**src/rtl/spi_flash_reader_pkg.sv**
```systemverilog
// -----------------------------------------------------------------------------
// spi_flash_reader_pkg
// Shared definitions for the SPI NOR-flash read master:
//   CMD_READ  - standard single-bit READ opcode sent first in every transaction
//   CMD_BITS  - length of the opcode + 24-bit address header
//   state_e   - top-level FSM state encoding (also exported on the debug port)
// -----------------------------------------------------------------------------
package spi_flash_reader_pkg;

  localparam logic [7:0] CMD_READ = 8'h03;
  localparam int         CMD_BITS = 32;

  typedef enum logic [1:0] {
    ST_IDLE = 2'd0,
    ST_CMD  = 2'd1,
    ST_DATA = 2'd2,
    ST_DONE = 2'd3
  } state_e;

endpackage

```
**src/rtl/spi_flash_reader_if.sv**
```systemverilog
// -----------------------------------------------------------------------------
// spi_flash_reader_if
// Bundles the flash pins and the fabric-side request/response signals.
//   spi_mosi/spi_miso/spi_cs_n/spi_clk - SPI mode 0, single-bit flash pins
//   addr/len/go/rdy                    - read request handshake
//   data/valid                         - received byte stream
//
// Handshake: a request is accepted on a clock edge where go=1 and rdy=1;
// addr and len are sampled on that edge only. go while rdy=0 is ignored.
// valid is a one-cycle strobe per byte with no back-pressure; data holds
// the last byte until the next strobe.
//
// modport master - the read engine (drives pins and response)
// modport slave  - the environment (flash model + consumer)
// -----------------------------------------------------------------------------
interface spi_flash_reader_if;

  logic        spi_mosi;
  logic        spi_miso;
  logic        spi_cs_n;
  logic        spi_clk;
  logic [23:0] addr;
  logic [15:0] len;
  logic        go;
  logic        rdy;
  logic [7:0]  data;
  logic        valid;

  modport master (
    output spi_mosi, spi_cs_n, spi_clk, rdy, data, valid,
    input  spi_miso, addr, len, go
  );

  modport slave (
    input  spi_mosi, spi_cs_n, spi_clk, rdy, data, valid,
    output spi_miso, addr, len, go
  );

endinterface

```
**src/rtl/spi_flash_reader_phy.sv**
```systemverilog
// -----------------------------------------------------------------------------
// spi_shift_phy
// clk/2 SPI clock generator with a 32-bit transmit shifter and an 8-bit
// receive shifter. One bit = LOW phase (mosi updated) + HIGH phase; miso is
// captured on the edge that ends the HIGH phase.
//   clk, rst     - system clock, synchronous active-high reset
//   start_i      - load load_i and begin clocking (one setup cycle first)
//   load_i       - 32-bit word shifted out MSB first, zeros afterwards
//   stop_i       - end clocking on this edge (returns sclk/mosi low)
//   miso_i       - serial input
//   sclk_o       - SPI clock (registered)
//   mosi_o       - serial output (registered)
//   byte_done_o  - this edge captures the 8th bit of a byte
//   word_done_o  - this edge captures the 32nd bit since start
//   rx_byte_o    - byte assembled including the bit captured on this edge
// -----------------------------------------------------------------------------
module spi_shift_phy (
  input  logic        clk,
  input  logic        rst,
  input  logic        start_i,
  input  logic [31:0] load_i,
  input  logic        stop_i,
  input  logic        miso_i,
  output logic        sclk_o,
  output logic        mosi_o,
  output logic        byte_done_o,
  output logic        word_done_o,
  output logic [7:0]  rx_byte_o
);

  logic        busy_q, busy_d;
  logic        setup_q, setup_d;
  logic        sclk_q, sclk_d;
  logic        mosi_q, mosi_d;
  logic [31:0] tx_q, tx_d;
  logic [6:0]  rx_q, rx_d;
  logic [4:0]  bit_cnt_q, bit_cnt_d;
  logic        capture;

  // The capture edge is the one ending a HIGH phase.
  assign capture     = busy_q && !setup_q && sclk_q;
  assign byte_done_o = capture && (bit_cnt_q[2:0] == 3'd7);
  assign word_done_o = capture && (bit_cnt_q == 5'd31);
  assign rx_byte_o   = {rx_q, miso_i};
  assign sclk_o      = sclk_q;
  assign mosi_o      = mosi_q;

  always_comb begin
    busy_d    = busy_q;
    setup_d   = setup_q;
    sclk_d    = sclk_q;
    mosi_d    = mosi_q;
    tx_d      = tx_q;
    rx_d      = rx_q;
    bit_cnt_d = bit_cnt_q;
    if (start_i) begin
      busy_d    = 1'b1;
      setup_d   = 1'b1;
      sclk_d    = 1'b0;
      mosi_d    = 1'b0;
      tx_d      = load_i;
      bit_cnt_d = 5'd0;
    end else if (busy_q) begin
      if (setup_q) begin
        // First LOW phase: present the MSB while chip select falls.
        setup_d = 1'b0;
        mosi_d  = tx_q[31];
        tx_d    = {tx_q[30:0], 1'b0};
      end else if (!sclk_q) begin
        sclk_d = 1'b1;
      end else begin
        // End of HIGH phase: sample miso, start next LOW phase.
        sclk_d    = 1'b0;
        rx_d      = {rx_q[5:0], miso_i};
        bit_cnt_d = bit_cnt_q + 5'd1;
        mosi_d    = tx_q[31];
        tx_d      = {tx_q[30:0], 1'b0};
      end
      if (stop_i) begin
        busy_d  = 1'b0;
        setup_d = 1'b0;
        sclk_d  = 1'b0;
        mosi_d  = 1'b0;
      end
    end
  end

  always_ff @(posedge clk) begin
    if (rst) begin
      busy_q    <= 1'b0;
      setup_q   <= 1'b0;
      sclk_q    <= 1'b0;
      mosi_q    <= 1'b0;
      tx_q      <= '0;
      rx_q      <= '0;
      bit_cnt_q <= '0;
    end else begin
      busy_q    <= busy_d;
      setup_q   <= setup_d;
      sclk_q    <= sclk_d;
      mosi_q    <= mosi_d;
      tx_q      <= tx_d;
      rx_q      <= rx_d;
      bit_cnt_q <= bit_cnt_d;
    end
  end

endmodule

```
**src/rtl/spi_flash_reader.sv**
```systemverilog
// -----------------------------------------------------------------------------
// spi_flash_reader
// Autonomous SPI NOR-flash read master. On an accepted request it sends
// {CMD_READ, addr} and streams len+1 bytes to the fabric as valid strobes.
//   clk, rst     - system clock, synchronous active-high reset
//   bus          - flash pins and request/response handshake (master side)
//   dbg_state_o  - current FSM state
// Timing from the accept edge (edge 0): cs_n low after edge 1, first spi_clk
// rise after edge 2, first valid after edge 81, then every 16 cycles.
// -----------------------------------------------------------------------------
module spi_flash_reader
  import spi_flash_reader_pkg::*;
#(
  parameter logic [7:0] CMD_READ = spi_flash_reader_pkg::CMD_READ
) (
  input  logic                clk,
  input  logic                rst,
  spi_flash_reader_if.master  bus,
  output state_e              dbg_state_o
);

  state_e      state_q, state_d;
  logic [15:0] len_q, len_d;
  logic [15:0] cnt_q, cnt_d;
  logic [7:0]  data_q, data_d;
  logic        valid_q, valid_d;
  logic        rdy_q, rdy_d;
  logic        cs_n_q, cs_n_d;

  logic        accept;
  logic        last_byte;
  logic        phy_stop;
  logic        phy_sclk;
  logic        phy_mosi;
  logic        byte_done;
  logic        word_done;
  logic [7:0]  rx_byte;

  assign accept    = bus.go && rdy_q;
  assign last_byte = (cnt_q == len_q);
  assign phy_stop  = (state_q == ST_DATA) && byte_done && last_byte;

  spi_shift_phy u_phy (
    .clk         (clk),
    .rst         (rst),
    .start_i     (accept),
    .load_i      ({CMD_READ, bus.addr}),
    .stop_i      (phy_stop),
    .miso_i      (bus.spi_miso),
    .sclk_o      (phy_sclk),
    .mosi_o      (phy_mosi),
    .byte_done_o (byte_done),
    .word_done_o (word_done),
    .rx_byte_o   (rx_byte)
  );

  always_comb begin
    state_d = state_q;
    len_d   = len_q;
    cnt_d   = cnt_q;
    data_d  = data_q;
    valid_d = 1'b0;
    case (state_q)
      ST_IDLE: begin
        if (accept) begin
          len_d   = bus.len;
          cnt_d   = 16'd0;
          state_d = ST_CMD;
        end
      end
      ST_CMD: begin
        if (word_done) state_d = ST_DATA;
      end
      ST_DATA: begin
        if (byte_done) begin
          data_d  = rx_byte;
          valid_d = 1'b1;
          if (last_byte) state_d = ST_DONE;
          else           cnt_d   = cnt_q + 16'd1;
        end
      end
      ST_DONE: begin
        state_d = ST_IDLE;
      end
      default: begin
        state_d = ST_IDLE;
      end
    endcase
    rdy_d  = (state_d == ST_IDLE);
    // Chip select falls one cycle after acceptance (the phy setup cycle)
    // and rises together with the final valid.
    cs_n_d = !(((state_d == ST_CMD) || (state_d == ST_DATA)) && (state_q != ST_IDLE));
  end

  always_ff @(posedge clk) begin
    if (rst) state_q <= ST_IDLE;
    else     state_q <= state_d;
  end

  always_ff @(posedge clk) begin
    if (rst) begin
      len_q   <= '0;
      cnt_q   <= '0;
      data_q  <= '0;
      valid_q <= 1'b0;
      rdy_q   <= 1'b1;
      cs_n_q  <= 1'b1;
    end else begin
      len_q   <= len_d;
      cnt_q   <= cnt_d;
      data_q  <= data_d;
      valid_q <= valid_d;
      rdy_q   <= rdy_d;
      cs_n_q  <= cs_n_d;
    end
  end

  assign bus.spi_cs_n = cs_n_q;
  assign bus.spi_clk  = phy_sclk;
  assign bus.spi_mosi = phy_mosi;
  assign bus.rdy      = rdy_q;
  assign bus.valid    = valid_q;
  assign bus.data     = data_q;
  assign dbg_state_o  = state_q;

endmodule

```
**src/flat_wrapper.sv**
```systemverilog
// flat-port wrapper written by rule: the top's interface ports become plain ports
module spi_flash_reader_flat import spi_flash_reader_pkg::*;
#(
  parameter logic [7:0] CMD_READ = spi_flash_reader_pkg::CMD_READ
)
  (clk, rst, dbg_state_o, bus_spi_mosi, bus_spi_cs_n, bus_spi_clk, bus_rdy, bus_data, bus_valid, bus_spi_miso, bus_addr, bus_len, bus_go);
  spi_flash_reader_if bus_i ();
  input  logic clk;
  input  logic rst;
  output state_e dbg_state_o;
  output wire logic [$bits(bus_i.spi_mosi)-1:0] bus_spi_mosi;
  output wire logic [$bits(bus_i.spi_cs_n)-1:0] bus_spi_cs_n;
  output wire logic [$bits(bus_i.spi_clk)-1:0] bus_spi_clk;
  output wire logic [$bits(bus_i.rdy)-1:0] bus_rdy;
  output wire logic [$bits(bus_i.data)-1:0] bus_data;
  output wire logic [$bits(bus_i.valid)-1:0] bus_valid;
  input wire logic [$bits(bus_i.spi_miso)-1:0] bus_spi_miso;
  input wire logic [$bits(bus_i.addr)-1:0] bus_addr;
  input wire logic [$bits(bus_i.len)-1:0] bus_len;
  input wire logic [$bits(bus_i.go)-1:0] bus_go;
  assign bus_spi_mosi = bus_i.spi_mosi;
  assign bus_spi_cs_n = bus_i.spi_cs_n;
  assign bus_spi_clk = bus_i.spi_clk;
  assign bus_rdy = bus_i.rdy;
  assign bus_data = bus_i.data;
  assign bus_valid = bus_i.valid;
  assign bus_i.spi_miso = bus_spi_miso;
  assign bus_i.addr = bus_addr;
  assign bus_i.len = bus_len;
  assign bus_i.go = bus_go;
  spi_flash_reader #(.CMD_READ(CMD_READ)) u_core (.clk(clk), .rst(rst), .bus(bus_i), .dbg_state_o(dbg_state_o));
endmodule
```
**config.mk**
```make
export PLATFORM = sky130hd
export DESIGN_NAME = spi_flash_reader_flat
export DESIGN_NICKNAME = d
export VERILOG_FILES = /design/src/rtl/spi_flash_reader_pkg.sv /design/src/rtl/spi_flash_reader_if.sv /design/src/rtl/spi_flash_reader_phy.sv /design/src/rtl/spi_flash_reader.sv /design/src/flat_wrapper.sv
export SDC_FILE = /design/constraint.sdc
export NUM_CORES = 1
export LEC_CHECK = 0
export CAP_MARGIN = 20
export CORE_ASPECT_RATIO = 0.7
export CORE_MARGIN = 8
export CORE_UTILIZATION = 60
export CTS_BUF_LIST = sky130_fd_sc_hd__clkbuf_8
export DETAILED_ROUTE_END_ITERATION = 10
export HOLD_SLACK_MARGIN = 0.06
export MAX_ROUTING_LAYER = met4
export PLACE_DENSITY_LB_ADDON = 0.1
export REMOVE_ABC_BUFFERS = 1
export SYNTH_ARGS = -nofsm -noshare
export SYNTH_HDL_FRONTEND = slang
export SYNTH_SLANG_ARGS = --single-unit
```
**constraint.sdc**
```tcl
create_clock -name clk -period 4.7 [get_ports clk]
set_input_delay 0.94 -clock clk [delete_from_list [all_inputs] [get_ports clk]]
set_output_delay 0.94 -clock clk [all_outputs]
set_load 0.01 [all_outputs]
```
# Word level (Yosys, flattened, before mapping)

Index checks and enable logic that the tools add are counted.

Memories: 0
Bits in latches: 0
Memory bits (read-only): 0
Flip-flop bits (word level): 93
Input bits: 44
RAM bits: 0

Shifts and indexed selects: 0
Divide/modulo/power cells: 0
Add/subtract/negate cells: 2
Bitwise gates (word level): 3
Reductions and logical operators: 30
Mux-type cells: 25
Multiply operators: 0
$lt $le $gt $ge: 0
Eq/ne operators: 12

Operators with widths:

| operator                                                        | number |
|---|---|
| 32-bit two-way mux                                              | 2 |
| 26-bit two-way mux                                              | 2 |
| 16-bit two-way mux                                              | 3 |
| 16-bit one-hot mux with 2 select lines                          | 1 |
| 16-bit by 1-bit adder with 16-bit output, second input constant | 1 |
| 16-bit == test                                                  | 1 |
| 1-bit two-way mux                                               | 12 |
| 2-bit AND reduction                                             | 6 |
| 1-bit logical AND                                               | 8 |
| 2-bit two-way mux                                               | 4 |
| 2-bit one-hot mux with 4 select lines                           | 1 |
| 4-bit AND reduction                                             | 2 |
| 2-bit nonzero test                                              | 4 |
| 2-bit == test, second input constant                            | 3 |
| 2-bit by 1-bit != test with 1-bit output, second input constant | 3 |
| 3-bit nonzero test                                              | 2 |
| 5-bit by 1-bit adder with 5-bit output, second input constant   | 1 |
| 5-bit == test, second input constant                            | 1 |
| 2-bit by 1-bit == test with 1-bit output, second input constant | 2 |
| 2-bit logical NOT                                               | 2 |
| 2-bit OR reduction                                              | 2 |
| 3-bit == test, second input constant                            | 1 |
| 1-bit NOT                                                       | 3 |
| 3-bit AND reduction                                             | 1 |
| other kinds (3)                                                 | 4 |

# Depth between registers and ports, before layout

Depth after elaboration: 10
Mapped depth: 9
Depth with buffers taken out: 8

# Hierarchy

A second synthesis with hierarchy kept.

Cell total of the unflattened synthesis: 495
Area, all modules: 4429.2 um^2

By module, submodules not included:

| module           | instances | cells each | area each (um^2) |
|---|---|---|---|
| spi_shift_phy    | 1         | 259        | 2423.6 |
| spi_flash_reader | 1         | 236        | 2005.7 |

# Worst setup path after synthesis

Ideal clock, no wire load.

Kind: reg-to-reg
Start point: reg u_core.cnt_q[2]
End point: reg u_core.rdy_q, in the netlist u_core.bus.rdy
Cell stages (with the launch flop): 10
Path buffers: 2
Arrival time: 1.932 ns
Slack: 2.644 ns
Data required time: 4.577 ns
Cells stage by stage: dfxtp_1 buf_6 xnor2_4 nand4_2 nor4_4 buf_6 a21oi_2 a21o_1 ha_1 or2_2

Word-level cells in the longest chain between the ends: 5

Ends and longest elaborated chain:

| item                                  | line                    | text |
|---|---|---|
| start: declaration                    | spi_flash_reader.sv:24  | `logic [15:0] cnt_q, cnt_d;` |
| start signal: assignment              | spi_flash_reader.sv:110 | `cnt_q <= cnt_d;` |
| 16-bit == test                        | spi_flash_reader.sv:40  | `assign last_byte = (cnt_q == len_q);` |
| 2-bit two-way mux                     | spi_flash_reader.sv:78  | `if (last_byte) state_d = ST_DONE;` |
| 2-bit two-way mux                     | spi_flash_reader.sv:75  | `if (byte_done) begin` |
| 2-bit one-hot mux with 4 select lines | spi_flash_reader.sv:63  | `case (state_q)` |
| 2-bit logical NOT                     | spi_flash_reader.sv:89  | `rdy_d = (state_d == ST_IDLE);` |
| net u_core.rdy_d                      | spi_flash_reader.sv:27  | `logic rdy_q, rdy_d;` |
| end signal: assignment                | spi_flash_reader.sv:113 | `rdy_q <= rdy_d;` |
| end: declaration                      | spi_flash_reader.sv:27  |  |

The timed path passes the listed nets, and every way through them passes these cells.
A chain may end at the register's enable or synchronous reset.

# Worst setup path after layout

Start point: in bus_go
End point: reg u_core.cnt_q[3]

Word-level cells in the longest chain between the ends: 3

Ends and longest elaborated chain:

| item                                               | line                   | text |
|---|---|---|
| start: declaration                                 | flat_wrapper.sv:20     | `input wire logic [$bits(bus_i.go)-1:0] bus_go;` |
| 1-bit logical AND                                  | spi_flash_reader.sv:39 | `assign accept = bus.go && rdy_q;` |
| 2-bit by 1-bit != test with 1-bit output (no line) | -                      |  |
| 4-bit AND reduction (no line)                      | -                      |  |

No other way between the ends.

==> results.json <==
{
  "multi_input_area_um2": 1990,
  "h_tree_depth_reported_by_cts": 3,
  "grt_first_pass_wirelength_um": 15000,
  "nNetsFinal": 571,
  "leakage_power_total_nw": 1.61,
  "grt.total_usage_pct": 19.6,
  "layout_min_cycle_time_ns": 2.92,
  "die_area_um2": 9630,
  "synth_top_family_by_area": "simple AND/OR/NAND/NOR gates",
  "hold-worst-slack_ns": 0.453,
  "layout.area.seq_um2": 1860,
  "synth_edf_count": 0,
  "place_ws_ns": 1.47,
  "route.layer.met1.wl_um": 4370,
  "cts_root_buf": "sky130_fd_sc_hd__clkbuf_8",
  "end_kind": "flop",
  "io-pin-count": 59,
  "synth_seq_cells": 93,
  "powerDensity_nw_per_um2": 346,
  "die_w_um": 114,
  "yosys.area.top_type": "sky130_fd_sc_hd__dfxtp_1",
  "initial_antenna_violation_count": 0,
  "detail_route.wirelength_um": 8990,
  "cts_tree": "yes",
  "hold_violations": 0,
  "yosys.area.top_type_share_pct": 46.2,
  "power.ir.vdd_worst_mv": 0.229,
  "highest_fanout_seen_on_the_critical_path": 18,
  "finalMaxSlewViolations": 0,
  "critPathRequiredTime_ns": 5.01,
  "syn-mean-instance-area_um2": 8.37,
  "first_global_vias": 3148,
  "synth-compound-area-share_pct": 15.5,
  "finalSetupTns_ns": 0,
  "syn_area_um2": 4030,
  "overflow": 0,
  "muxShareOfSynthArea_pct": 1.99,
  "met3_wirelength_um": 554,
  "syn_inst": 481,
  "met2WireLength_um": 3950,
  "cts.sink_count": 93,
  "max_cap_viol_count": 0,
  "fin_worst_skew_ns": 0.00870,
  "asyncSetResetFlopFracSynth_pct": 0,
  "pin_count_of_the_biggest_net_entering_global_routing": 36,
  "cts_made_buffers": 9,
  "drive_gt1_share_pct": 6.27,
  "ant_nets": 0,
  "criticalPathCategory": "input pin to flop",
  "detail_route.iter0.violations": 316,
  "yosys_warnings": 0,
  "cts.repair_timing.setup_buffer_count": 0,
  "insertedDiodeCount": 0,
  "min_period_over_period_pct": 62.2,
  "wl_per_cell_um": 14.5,
  "synth-seq-area-share_pct": 46.2,
  "synth.top_cells.by_count": "122 x sky130_fd_sc_hd__nand2_1, 93 x sky130_fd_sc_hd__dfxtp_1, 48 x sky130_fd_sc_hd__a21oi_1",
  "routed-via-count": 3477,
  "worst_setup_path_start_kind": "input pin",
  "placed_area_um2": 4580,
  "initial_utilization_pct": 60.7,
  "route.detailed.drc": 0,
  "setup_viol": 0,
  "dominant_cell_by_count_in_the_synthesized_netlist": "sky130_fd_sc_hd__nand2_1",
  "yosys_most_used_dff": "sky130_fd_sc_hd__dfxtp_1",
  "layout.cell_area.non_filler_um2": 4810,
  "clk_pin_slew_ns": 0.09,
  "synth_to_layout_area_growth_pct": 19.6,
  "clk_path_buf_depth": 2,
  "outcome": "finished, final reports clean",
  "nFillCells": 548,
  "cts_resized": 0,
  "timing_worst_slew_pin_value_ns": 1.02,
  "rsz0062_at_grt": "no",
  "post-route-worst-setup-slack_ns": 1.78,
  "fp-row-count": 25,
  "area_share_of_xor_xnor_cells_in_the_synthesized_design_pct": 4.60,
  "worst-r2r-cell-count": 8,
  "first_pass_iters": 5,
  "worst_slew_margin_rel_pct": 31.9,
  "dr.max_layer_used": "met4",
  "worstSkewPairLatency_ns": 0.36,
  "synth_simple_gate_area_share_pct": 25.6,
  "cts-hold-fix-buffers": 0,
  "routabilityCongestion": 0.831,
  "dpl.hpwl_um": 6130,
  "die_height_um": 84.5,
  "synthTopCellsByArea": "sky130_fd_sc_hd__dfxtp_1 46%, sky130_fd_sc_hd__nand2_1 11%, sky130_fd_sc_hd__a21oi_1 6.0%, sky130_fd_sc_hd__a311oi_1 5.0%, sky130_fd_sc_hd__nor2_1 3.8%",
  "worst_ep_arrival_time_ns": 3.23,
  "numPortBuffers": 58,
  "synth_adder_area_share_pct": 1.55,
  "viasPerCell": 5.61,
  "hp-class": "flop to flop",
  "highest_achievable_clock_rate_ghz": 0.342,
  "coreArea_um2": 6630,
  "design_power_total_mw": 1.66,
  "hold-path-cell-count": 2,
  "synthDistinctLibCells": 43
}
-- flip-flops by register name (all words and copies together) (netlist names) --
name,flops
u_core.cnt_q,16
u_core.bus.data,8
u_core.u_phy.rx_q,7
u_core.u_phy.mosi_o,1
u_core.bus.rdy,1
u_core.len_q,16
u_core.bus.valid,1
u_core.u_phy.tx_q,32
u_core.bus.spi_cs_n,1
u_core.u_phy.sclk_o,1
u_core.u_phy.busy_q,1
u_core.u_phy.setup_q,1
u_core.dbg_state_o,2
u_core.u_phy.bit_cnt_q,5
-- final timing paths --
| check | startpoint | to | slack (ns) |
|---|---|---|---|
| setup / recovery | bus_go | u_core.cnt_q[3] | 1.78 |
| hold reg to reg | u_core.u_phy.tx_q[27] | u_core.u_phy.tx_q[28] | 0.45 |
| hold / removal | u_core.u_phy.tx_q[27] | u_core.u_phy.tx_q[28] | 0.45 |
| setup reg to reg | u_core.cnt_q[2] | u_core.bus.rdy | 2.25 |
-- worst max-delay path, stage by stage --
cell and delay, ns:
sky130_fd_sc_hd__clkdlybuf4s50_1 0.49, sky130_fd_sc_hd__nand3_1 0.60, sky130_fd_sc_hd__nand2b_1 0.48, sky130_fd_sc_hd__or4_1 0.62, sky130_fd_sc_hd__nand2_1 0.08
-- cell families after synthesis --
group | Yosys count
and+or+nand+nor | 225
AOI/OAI and AO/OA | 98
DFF | 93
buffers and inverters | 33
xor gates and xnor gates | 19
muxes | 8
adders and majority gates | 5
-- where the power goes --
part / switching [mW] / total, mW / leakage, nW / internal [mW]
logic: 0.106 / 0.191 / 0.740 / 0.0848
registers: 0.0234 / 0.846 / 0.759 / 0.822
clock network: 0.276 / 0.627 / 0.116 / 0.351
-- metal layers --
layer / vias to the layer above / track usage [%]
li1: 1756 / -
met1: 1601 / 25.9
met2: 107 / 28.4
met3: 13 / 5.52
met4: 0 / 5.54
met5: - / -
-- area by class of cell --
cell class	instances	share of cell area, %
clock inverter	6	2.31
timing repair buffer	63	12.7
sequential	93	38.7
tap	94	2.44
multi-input combinational	355	41.3
clock buffer	9	2.57
-- placed cells by master, fill, tap and decap left out, drive strengths merged, types with 4 or more instances in the layout --
cell type,instances
a21oi,51
a311oi,23
and3,4
buf,6
clkbuf,9
clkdlybuf4s50,57
dfxtp,93
ha,5
mux2i,8
nand2,122
nand2b,4
nand3,12
nand4,14
nor2,41
o21ai,9
o31ai,5
or3,9
or4,6
xnor2,18
-- through the flow --
stage	instances	utilization (%)
after floorplan	448	-
after global placement	605	69.1
after detailed placement	605	69.1
after CTS	620	72.6
after global routing	620	72.6
final	620	72.6
(Power assumes the default switching activity.)
